==> src/rtl/sc_config_pkg.sv <==
// Shared constants and types for the double-buffered config commit block.
package sc_config_pkg;
  localparam int NUM_CFG_REGS = 12;

  typedef enum logic [1:0] {
    ST_IDLE   = 2'd0,
    ST_ARMED  = 2'd1,
    ST_COMMIT = 2'd2
  } commit_state_e;

  localparam int HV_IN_CONFIG    = 0;
  localparam int HV_OUT_CONFIG   = 1;
  localparam int HV_RAMP_CONFIG  = 2;
  localparam int HV_LIMIT_CONFIG = 3;
  localparam int TRIG_CONFIG     = 4;
  localparam int TIMING_CONFIG   = 5;
  localparam int GAIN_CONFIG     = 6;
  localparam int OFFSET_CONFIG   = 7;
  localparam int SL_CONFIG0      = 8;
  localparam int SL_CONFIG1      = 9;
  localparam int SL_CONFIG2      = 10;
  localparam int SL_CONFIG3      = 11;
endpackage

==> src/rtl/sc_cfg_bereg.sv <==
// One 32-bit register with per-byte write enables and async reset.
module sc_cfg_bereg (
  input  logic        clk_i,
  input  logic        rst_i,
  input  logic        we_i,
  input  logic [3:0]  be_i,
  input  logic [31:0] d_i,
  output logic [31:0] q_o
);
  logic [31:0] r_q;

  always_ff @(posedge clk_i or posedge rst_i) begin
    if (rst_i) begin
      r_q <= '0;
    end else if (we_i) begin
      for (int b = 0; b < 4; b++)
        if (be_i[b]) r_q[8*b +: 8] <= d_i[8*b +: 8];
    end
  end

  assign q_o = r_q;
endmodule

==> src/rtl/sc_config_commit.sv <==
// Shadow/active config bank: software writes shadow, a frame-aligned (or
// timed-out) commit copies the whole shadow set into active in one edge.
module sc_config_commit
  import sc_config_pkg::*;
#(
  parameter int NUM_REGS       = NUM_CFG_REGS,
  parameter int TIMEOUT_CYCLES = 2000000
) (
  input  logic                  clk_i,
  input  logic                  rst_i,
  input  logic                  wr_en_i,
  input  logic [3:0]            wr_addr_i,
  input  logic [31:0]           wr_data_i,
  input  logic [3:0]            wr_be_i,
  input  logic                  commit_req_i,
  input  logic                  abort_i,
  input  logic                  frame_start_i,
  output logic [NUM_REGS*32-1:0] active_cfg_o,
  output logic                  pending_o,
  output logic                  commit_done_o,
  output logic                  timeout_o,
  output logic [1:0]            state_o
);
  localparam int CW = $clog2(TIMEOUT_CYCLES + 1);

  logic [NUM_REGS-1:0][31:0] w_shadow;
  logic [NUM_REGS-1:0][31:0] r_active;
  commit_state_e             r_state, w_state_nxt;
  logic [CW-1:0]             r_cnt, w_cnt_nxt;
  logic                      r_timeout, r_done;
  logic                      w_commit, w_to_set, w_to_clr;

  // Out-of-range addresses match no instance, so they fall away naturally.
  for (genvar g = 0; g < NUM_REGS; g++) begin : g_shadow
    sc_cfg_bereg u_reg (
      .clk_i (clk_i),
      .rst_i (rst_i),
      .we_i  (wr_en_i && (wr_addr_i == 4'(g))),
      .be_i  (wr_be_i),
      .d_i   (wr_data_i),
      .q_o   (w_shadow[g])
    );
  end

  always_comb begin
    w_state_nxt = r_state;
    w_cnt_nxt   = r_cnt;
    w_commit    = 1'b0;
    w_to_set    = 1'b0;
    w_to_clr    = 1'b0;
    case (r_state)
      ST_IDLE: begin
        if (commit_req_i) begin
          w_state_nxt = ST_ARMED;
          w_cnt_nxt   = '0;
          w_to_clr    = 1'b1;
        end
      end
      ST_ARMED: begin
        // Frame start outranks the terminal count, so timeout stays clear.
        if (abort_i)                            w_state_nxt = ST_IDLE;
        else if (frame_start_i)                 w_state_nxt = ST_COMMIT;
        else if (r_cnt == CW'(TIMEOUT_CYCLES - 1)) begin
          w_state_nxt = ST_COMMIT;
          w_to_set    = 1'b1;
        end else begin
          w_cnt_nxt = r_cnt + CW'(1);
        end
      end
      ST_COMMIT: begin
        w_state_nxt = ST_IDLE;
        w_commit    = 1'b1;
      end
      default: w_state_nxt = ST_IDLE;
    endcase
  end

  always_ff @(posedge clk_i or posedge rst_i) begin
    if (rst_i) begin
      r_state   <= ST_IDLE;
      r_cnt     <= '0;
      r_timeout <= 1'b0;
      r_done    <= 1'b0;
      r_active  <= '0;
    end else begin
      r_state <= w_state_nxt;
      r_cnt   <= w_cnt_nxt;
      r_done  <= w_commit;
      if (w_to_clr)      r_timeout <= 1'b0;
      else if (w_to_set) r_timeout <= 1'b1;
      if (w_commit)      r_active  <= w_shadow;
    end
  end

  assign active_cfg_o  = r_active;
  assign pending_o     = (r_state == ST_ARMED) || (r_state == ST_COMMIT);
  assign commit_done_o = r_done;
  assign timeout_o     = r_timeout;
  assign state_o       = r_state;
endmodule
==> config.mk <==
export PLATFORM = sky130hd
export DESIGN_NAME = sc_config_commit
export DESIGN_NICKNAME = d
export VERILOG_FILES = /design/src/rtl/sc_config_pkg.sv /design/src/rtl/sc_cfg_bereg.sv /design/src/rtl/sc_config_commit.sv
export SDC_FILE = /design/constraint.sdc
export NUM_CORES = 1
export LEC_CHECK = 0
export CORE_MARGIN = 2
export CORE_UTILIZATION = 45
export CTS_CLUSTER_DIAMETER = 50
export DETAILED_ROUTE_END_ITERATION = 12
export PLACE_DENSITY = 0.71
export SYNTH_ARGS = -nofsm -noshare
export SYNTH_HDL_FRONTEND = slang
export SYNTH_HIERARCHICAL = 1
export SYNTH_SLANG_ARGS = --single-unit
==> constraint.sdc <==
create_clock -name clk_i -period 13.1 [get_ports clk_i]
set_clock_uncertainty 0.05 [all_clocks]
set_input_delay 1.31 -clock clk_i [delete_from_list [all_inputs] [get_ports clk_i]]
set_output_delay 1.31 -clock clk_i [all_outputs]
set_load 0.02 [all_outputs]
==> impl_metrics.yaml, run 1 <==
cells_and_area:
  fill_cells: 5082
  area_growth_pct: 27.7
  stdcell_count: 3228
  diodes: 0
  fin_nets: 2346
  drive_gt1_share_pct: 42.1
synth:
  yosys-top-cells-count: "dfrtp_1 (793), mux2_2 (768), nand2_2 (48)"
  syn-cell-area_mm2: 0.0299
  synth_ff_type: "dfrtp_1"
  synth.top_cell.area_share_pct: 66.3
  yosys_warnings: 6
  synth_area_per_cell_um2: 16.5
  synth_edf_count: 0
  syn_nets: 1862
  synth_area_leaders: "dfrtp_1 (66%), mux2_2 (29%), nand2_2 (1.0%), clkbuf_1 (0.44%), o21ai_1 (0.33%)"
  ys_seq_elements: 793
  syn_inst: 1811
  yosysTopAreaCell: "dfrtp_1"
  synth-async-reset-ratio_pct: 100
  yosysUniqueCellTypes: 46
  synth.most_common_cell: "dfrtp_1"
  seq_area_frac_synth_pct: 66.3
hold_path:
  min_path_type: "flip-flop to flip-flop"
sta:
  hold_ws_ns: 0.443
  fin_tns_setup_ns: 0
  tightest_slew_ns: 1.22
  maxSlewHeadroom_pct: 19.0
  min_period_ns: 4.11
  setup_ws_ns: 8.99
  fin_crit_sh_pct: 31.4
  setup_viol: 0
  slew_viol_final: 0
  rsz0062_at_grt: "false"
  fmax_mhz: 243
  hold_viol: 0
pwr:
  clkPwrFrac_pct: 28.1
  seq_power_share_pct: 40.0
  p_int_w: 0.00608
  p_per_area_mw_per_mm2: 232
  leakagePower_nw: 17.4
  ir_worst_vdd_v: 0.000175
  p_sw_share_pct: 31.4
  power_w: 0.00886
  comb_power_share_pct: 32.0
  p_sw_w: 0.00278
setup_path:
  crit_type: "flip-flop to flip-flop"
  cp_slowest_cell: "buf_4"
  reg2reg_setup_slack_ns: 8.99
  cp_slowest_stage_delay_ns: 0.99
  worstPathMaxFanout: 88
  cp-end-kind: "flip-flop"
  critPathArrivalTime_ns: 4.57
  cp-start-kind: "flip-flop"
  path_cells: "inv_1, ha_4, buf_4, buf_4, mux2_2"
  critPathMostFrequentCell: "buf_4"
  critPathRequiredTime_ns: 13.56
floorplanning:
  dieHeight_um: 262
  dieArea_mm2: 0.0686
  start_util_pct: 45.5
  row_count: 94
  core_mm2: 0.0659
  io_pins: 435
  die_x_um: 262
clock_tree:
  postCtsHoldBufs: 0
  cts_tree: "yes"
  htree_levels: 3
  ctsResizeCount: 0
  cts_buffers: 89
  ctsRootBufferMaster: "clkbuf_16"
  clkTransAtPathRegs_ns: 0.06
  cts_buffer_depth: 3
  clk_latency_ns: 0.62
  cts_sinks: 793
  postCtsSetupBuffers: 0
placed_design:
  hpwl_mm: 53.9
  placedCellCount: 3068
  dp_slack_ns: 8.84
  gp_congestion: 0.790
  port_buffers: 434
route:
  drc: 0
  num_vias: 17300
  wl_mm: 81.7
  drt_iter0_markers: 924
  dr.pass1.iters: 5
  vias_per_cell: 5.35
  ant_nets: 0
  wire_per_inst_um: 25.3
global_routing:
  grt_pass1_wl_mm: 121
  grt_antenna_before_repair: 1
  grt_overflow_total: 0
  grtUsageTotal_pct: 24.0
  first_global_vias: 18700
  grt_max_degree: 157
outcome:
  status: "complete, no violations"
job:
  maxCapViolCount: 0
-- layout by cell type (no fill, tap or decap), drive strengths merged, types with 2 or more instances in the layout --
| master | count |
|---|---|
| nor2b | 2 |
| o41ai | 4 |
| clkdlybuf4s50 | 434 |
| a31oi | 3 |
| nand2b | 7 |
| o21ai | 23 |
| o211ai | 2 |
| o21a | 2 |
| nand4 | 7 |
| dfrtp | 793 |
| nand3b | 2 |
| nand3 | 12 |
| inv | 26 |
| or3 | 2 |
| and2 | 5 |
| and3 | 3 |
| ha | 5 |
| buf | 7 |
| nor2 | 17 |
| a21oi | 3 |
| clkinvlp | 6 |
| a22oi | 2 |
| or2 | 2 |
| nor4 | 3 |
| nand2 | 60 |
| bufinv | 6 |
| o31ai | 8 |
| clkbuf | 120 |
| mux2 | 769 |
| nor3 | 3 |
| clkinv | 18 |
-- metal layers --
metal	part of all wire (%)	GRT usage, %
met1	42	31.2
met2	49	39.2
met3	6.4	6.37
met4	3.0	8.25
met5	0.013	0
-- critical path, delay by kind of cell (launching register included) --
family	cells	cell delay, ns
adder cells (fa/ha/maj)	1	0.89
buffers and inverters	3	2.02
flip-flops	1	0.42
multiplexers	1	0.43
-- metrics by stage --
stage / utilization, % / cell area (µm²)
2_1_floorplan: - / 29900
3_5_place_dp: 53.5 / 35300
5_1_grt: 58.0 / 38200
3_3_place_gp: 53.5 / 35300
6_report: 58.0 / 38200
4_1_cts: 58.0 / 38200
-- final timing paths --
path / cells past startpoint / startpoint / to
min: 1 / g_shadow[9].u_reg/q_o[0]$_DFFE_PP0P_ / active_cfg_o[288]$_DFFE_PP0P_
min in group asynchronous: 2 / rst_i / active_cfg_o[39]$_DFFE_PP0P_
max: 5 / state_o[0]$_DFFE_PP0P_ / active_cfg_o[87]$_DFFE_PP0P_
max in group asynchronous: 3 / rst_i / active_cfg_o[380]$_DFFE_PP0P_
max reg2reg: 5 / state_o[0]$_DFFE_PP0P_ / active_cfg_o[87]$_DFFE_PP0P_
min reg2reg: 1 / g_shadow[9].u_reg/q_o[0]$_DFFE_PP0P_ / active_cfg_o[288]$_DFFE_PP0P_
-- power by group through the flow --
stage / Clock (W) / Sequential, W / Combinational, W
6_report: 0.00249 / 0.00354 / 0.00283
2_1_floorplan: 0 / 0.00400 / 0.00104
4_1_cts: 0.00254 / 0.00354 / 0.00286
5_1_grt: 0.00264 / 0.00362 / 0.00299
3_3_place_gp: 0 / 0.00354 / 0.00280
3_5_place_dp: 0 / 0.00357 / 0.00285
-- cell families (layout without fill, tap and decap cells) --
logic type                 Yosys count  in the layout  share of synthesized area (%)
and+or+nand+nor                    132            132                           2.65
DFF                                793            793                           66.3
adders and majority gates            5              5                          0.209
AOI/OAI and AO/OA                   48             48                           1.07
buffers and inverters               64            617                          0.898
muxes                              769            769                           28.9
-- cell type report --
class                           count  area [µm²]  share of cell area (%)
Clock buffer                      120        2530                    6.61
Clock inverter                     40         439                    1.15
Inverter                           16        67.6                   0.177
Multi-Input combinational cell    954        9860                    25.8
Sequential cell                   793       19800                    51.9
Tap cell                          864        1080                    2.83
Timing Repair Buffer              441        4410                    11.5
-- registers in the layout (all words and copies together), names as in the netlist --
register	flops
state_o	2
active_cfg_o	384
r_cnt	21
timeout_o	1
commit_done_o	1
g_shadow.u_reg/q_o	384
Power figures use the tool's default switching activity.
==> inputs of run 2 (changes only) <==
Clock period 13.1 ns to 3.3 ns, I/O delays scaled along.
==> run 2 against run 1 <==
Global-route usage up 0.17 points. Sequential share of layout area shrank 0.97 points. Maximum frequency is 55% higher. Largest power group unchanged. Final area grew 1.9%. Non-clock buffer count grew 41. Critical endpoint is now r_cnt[19]$_DFFE_PP0P_.
==> impl_metrics.yaml, run 2 (synthesis results as in run 1) <==
setup_path:
  critPathRequiredTime_ns: 3.81
  cp-start-kind: "flip-flop"
  worstPathMaxFanout: 18
  crit_buf_inv: 2
  cp-end-kind: "flip-flop"
  path_delay_family: "simple AND/OR/NAND/NOR gates"
  crit_type: "flip-flop to flip-flop"
  path_cells: "inv_1, ha_1, buf_4, nor3b_1, o211ai_2, or4_1, nand3_1"
  critPathArrivalTime_ns: 3.16
  cp_slowest_stage_delay_ns: 0.61
  cp_slowest_cell: "or4_1"
hold_path:
  min_path_type: "primary input to async pin"
sta:
  rsz0062_at_grt: "false"
  slew_viol_final: 0
  setup_viol: 0
  fmax_mhz: 376
  fin_crit_sh_pct: 80.5
  maxSlewHeadroom_pct: 39.3
  hold_ws_ns: 0.133
  tightest_slew_ns: 0.907
  hold_viol: 0
  min_period_ns: 2.66
route:
  ant_nets: 0
  num_vias: 17600
  drt_iter0_markers: 917
  drc: 0
  vias_per_cell: 5.37
  wl_met1_mm: 35.1
  dr.pass1.iters: 4
  wl_met2_mm: 40.8
  wl_met3_mm: 4.34
  wl_mm: 82.2
  wire_per_inst_um: 25.1
  top_layer_used: "met4"
global_routing:
  grt_pass1_wl_mm: 123
  grt_max_degree: 113
  grt_antenna_before_repair: 2
  first_global_vias: 19200
  grt_overflow_total: 0
  grtUsageTotal_pct: 24.2
clock_tree:
  htree_levels: 3
  postCtsHoldBufs: 0
  postCtsSetupBuffers: 0
  ctsResizeCount: 0
  clkTransAtPathRegs_ns: 0.06
  clk_latency_ns: 0.63
  cts_buffer_depth: 3
  ctsRootBufferMaster: "clkbuf_16"
  cts_buffers: 87
  cts_sinks: 793
  cts_tree: "yes"
pwr:
  p_sw_w: 0.0112
  p_int_w: 0.0248
  ir_worst_vdd_v: 0.000602
  comb_power_share_pct: 31.0
  p_sw_share_pct: 31.1
  clkPwrFrac_pct: 29.2
  seq_power_share_pct: 39.8
  leakagePower_nw: 17.8
  p_per_area_mw_per_mm2: 923
cells_and_area:
  fin_nets: 2385
  fin_util_pct: 59.1
  mostFrequentLayoutCell: "dfrtp_1"
  drive_gt1_share_pct: 43.4
  area_growth_pct: 30.1
  final_cell_mix: "dfrtp_1 (793), mux2_2 (768), clkdlybuf4s50_1 (434)"
placed_design:
  port_buffers: 434
  gp_congestion: 0.806
  hpwl_mm: 56.4
floorplanning:
  row_count: 94
  dieArea_mm2: 0.0686
  core_mm2: 0.0659
  dieHeight_um: 262
  io_pins: 435
  die_x_um: 262
  start_util_pct: 45.5
job:
  maxCapViolCount: 0
outcome:
  status: "complete, no violations"
==> run 2: cell count changes in the layout (fill, tap and decap cells not counted) <==
cell       change
buf_4         +23
bufinv_16      +9
nor3_2         -1
clkinv_4       +4
diode_2        +2
clkbuf_8       -4
buf_12        +18
inv_8          -2
clkbuf_1       -9
clkbuf_16      -3
clkinv_8       +2
inv_16         +2
nor3_1         +1
==> run 2: metrics by stage <==
| step | instances | total power, W | setup WS, ns | TNS (ns) | area [µm²] |
|---|---|---|---|---|---|
| after floorplan | 1811 | 0.0200 | -2.59 | -1059.98 | 30000 |
| after global placement | 3109 | 0.0253 | 0.338 | 0 | 35800 |
| after detailed placement | 3109 | 0.0257 | 0.340 | 0 | 35800 |
| after CTS | 3268 | 0.0363 | 0.647 | 0 | 38900 |
| after global routing | 3270 | 0.0375 | 0.392 | 0 | 39000 |
| final | 3270 | 0.0359 | 0.643 | 0 | 39000 |
==> run 2: tightest hold or removal path: stages <==
cell and delay, ns:
clkdlybuf4s50_1 0.40, buf_4 0.22, inv_2 0.20
==> run 2: area by class of cell <==
cell class	instances	area, µm²
Sequential cell	793	19800
Fill cell	4995	26900
Antenna cell	2	5.00
Timing Repair Buffer	482	4940
Clock inverter	55	798
Inverter	16	63.8
Multi-Input combinational cell	954	9860
Tap cell	864	1080
Clock buffer	104	2360
==> run 2: power by group through the flow <==
stage,combinational [W],sequential [W],clock (W)
final,0.0111,0.0143,0.0105
after global routing,0.0118,0.0146,0.0111
after detailed placement,0.0112,0.0144,0
after CTS,0.0113,0.0143,0.0107
after floorplan,0.00413,0.0159,0
after global placement,0.0110,0.0143,0
==> run 2: per-layer routing <==
layer  track usage (%)  vias up
li1                  -     7546
met1              32.3     9456
met2              39.8      467
met3              5.04      106
met4              7.71        0
met5                 0        -
==> run 2: final timing paths <==
path                                                 startpoint                                    to  slack [ns]  cells after the start
max reg2reg                              state_o[1]$_DFFE_PP0P_                 r_cnt[19]$_DFFE_PP0P_        0.64                      7
max                                      state_o[1]$_DFFE_PP0P_                 r_cnt[19]$_DFFE_PP0P_        0.64                      7
min reg2reg                g_shadow[0].u_reg/q_o[8]$_DFFE_PP0P_           active_cfg_o[8]$_DFFE_PP0P_        0.44                      1
min in group clk_i                                 commit_req_i                 timeout_o$_DFFE_PP0P_        0.24                      2
min                                                       rst_i  g_shadow[9].u_reg/q_o[3]$_DFFE_PP0P_        0.13                      3
max in group asynchronous                                 rst_i         active_cfg_o[373]$_DFFE_PP0P_        2.11                      5
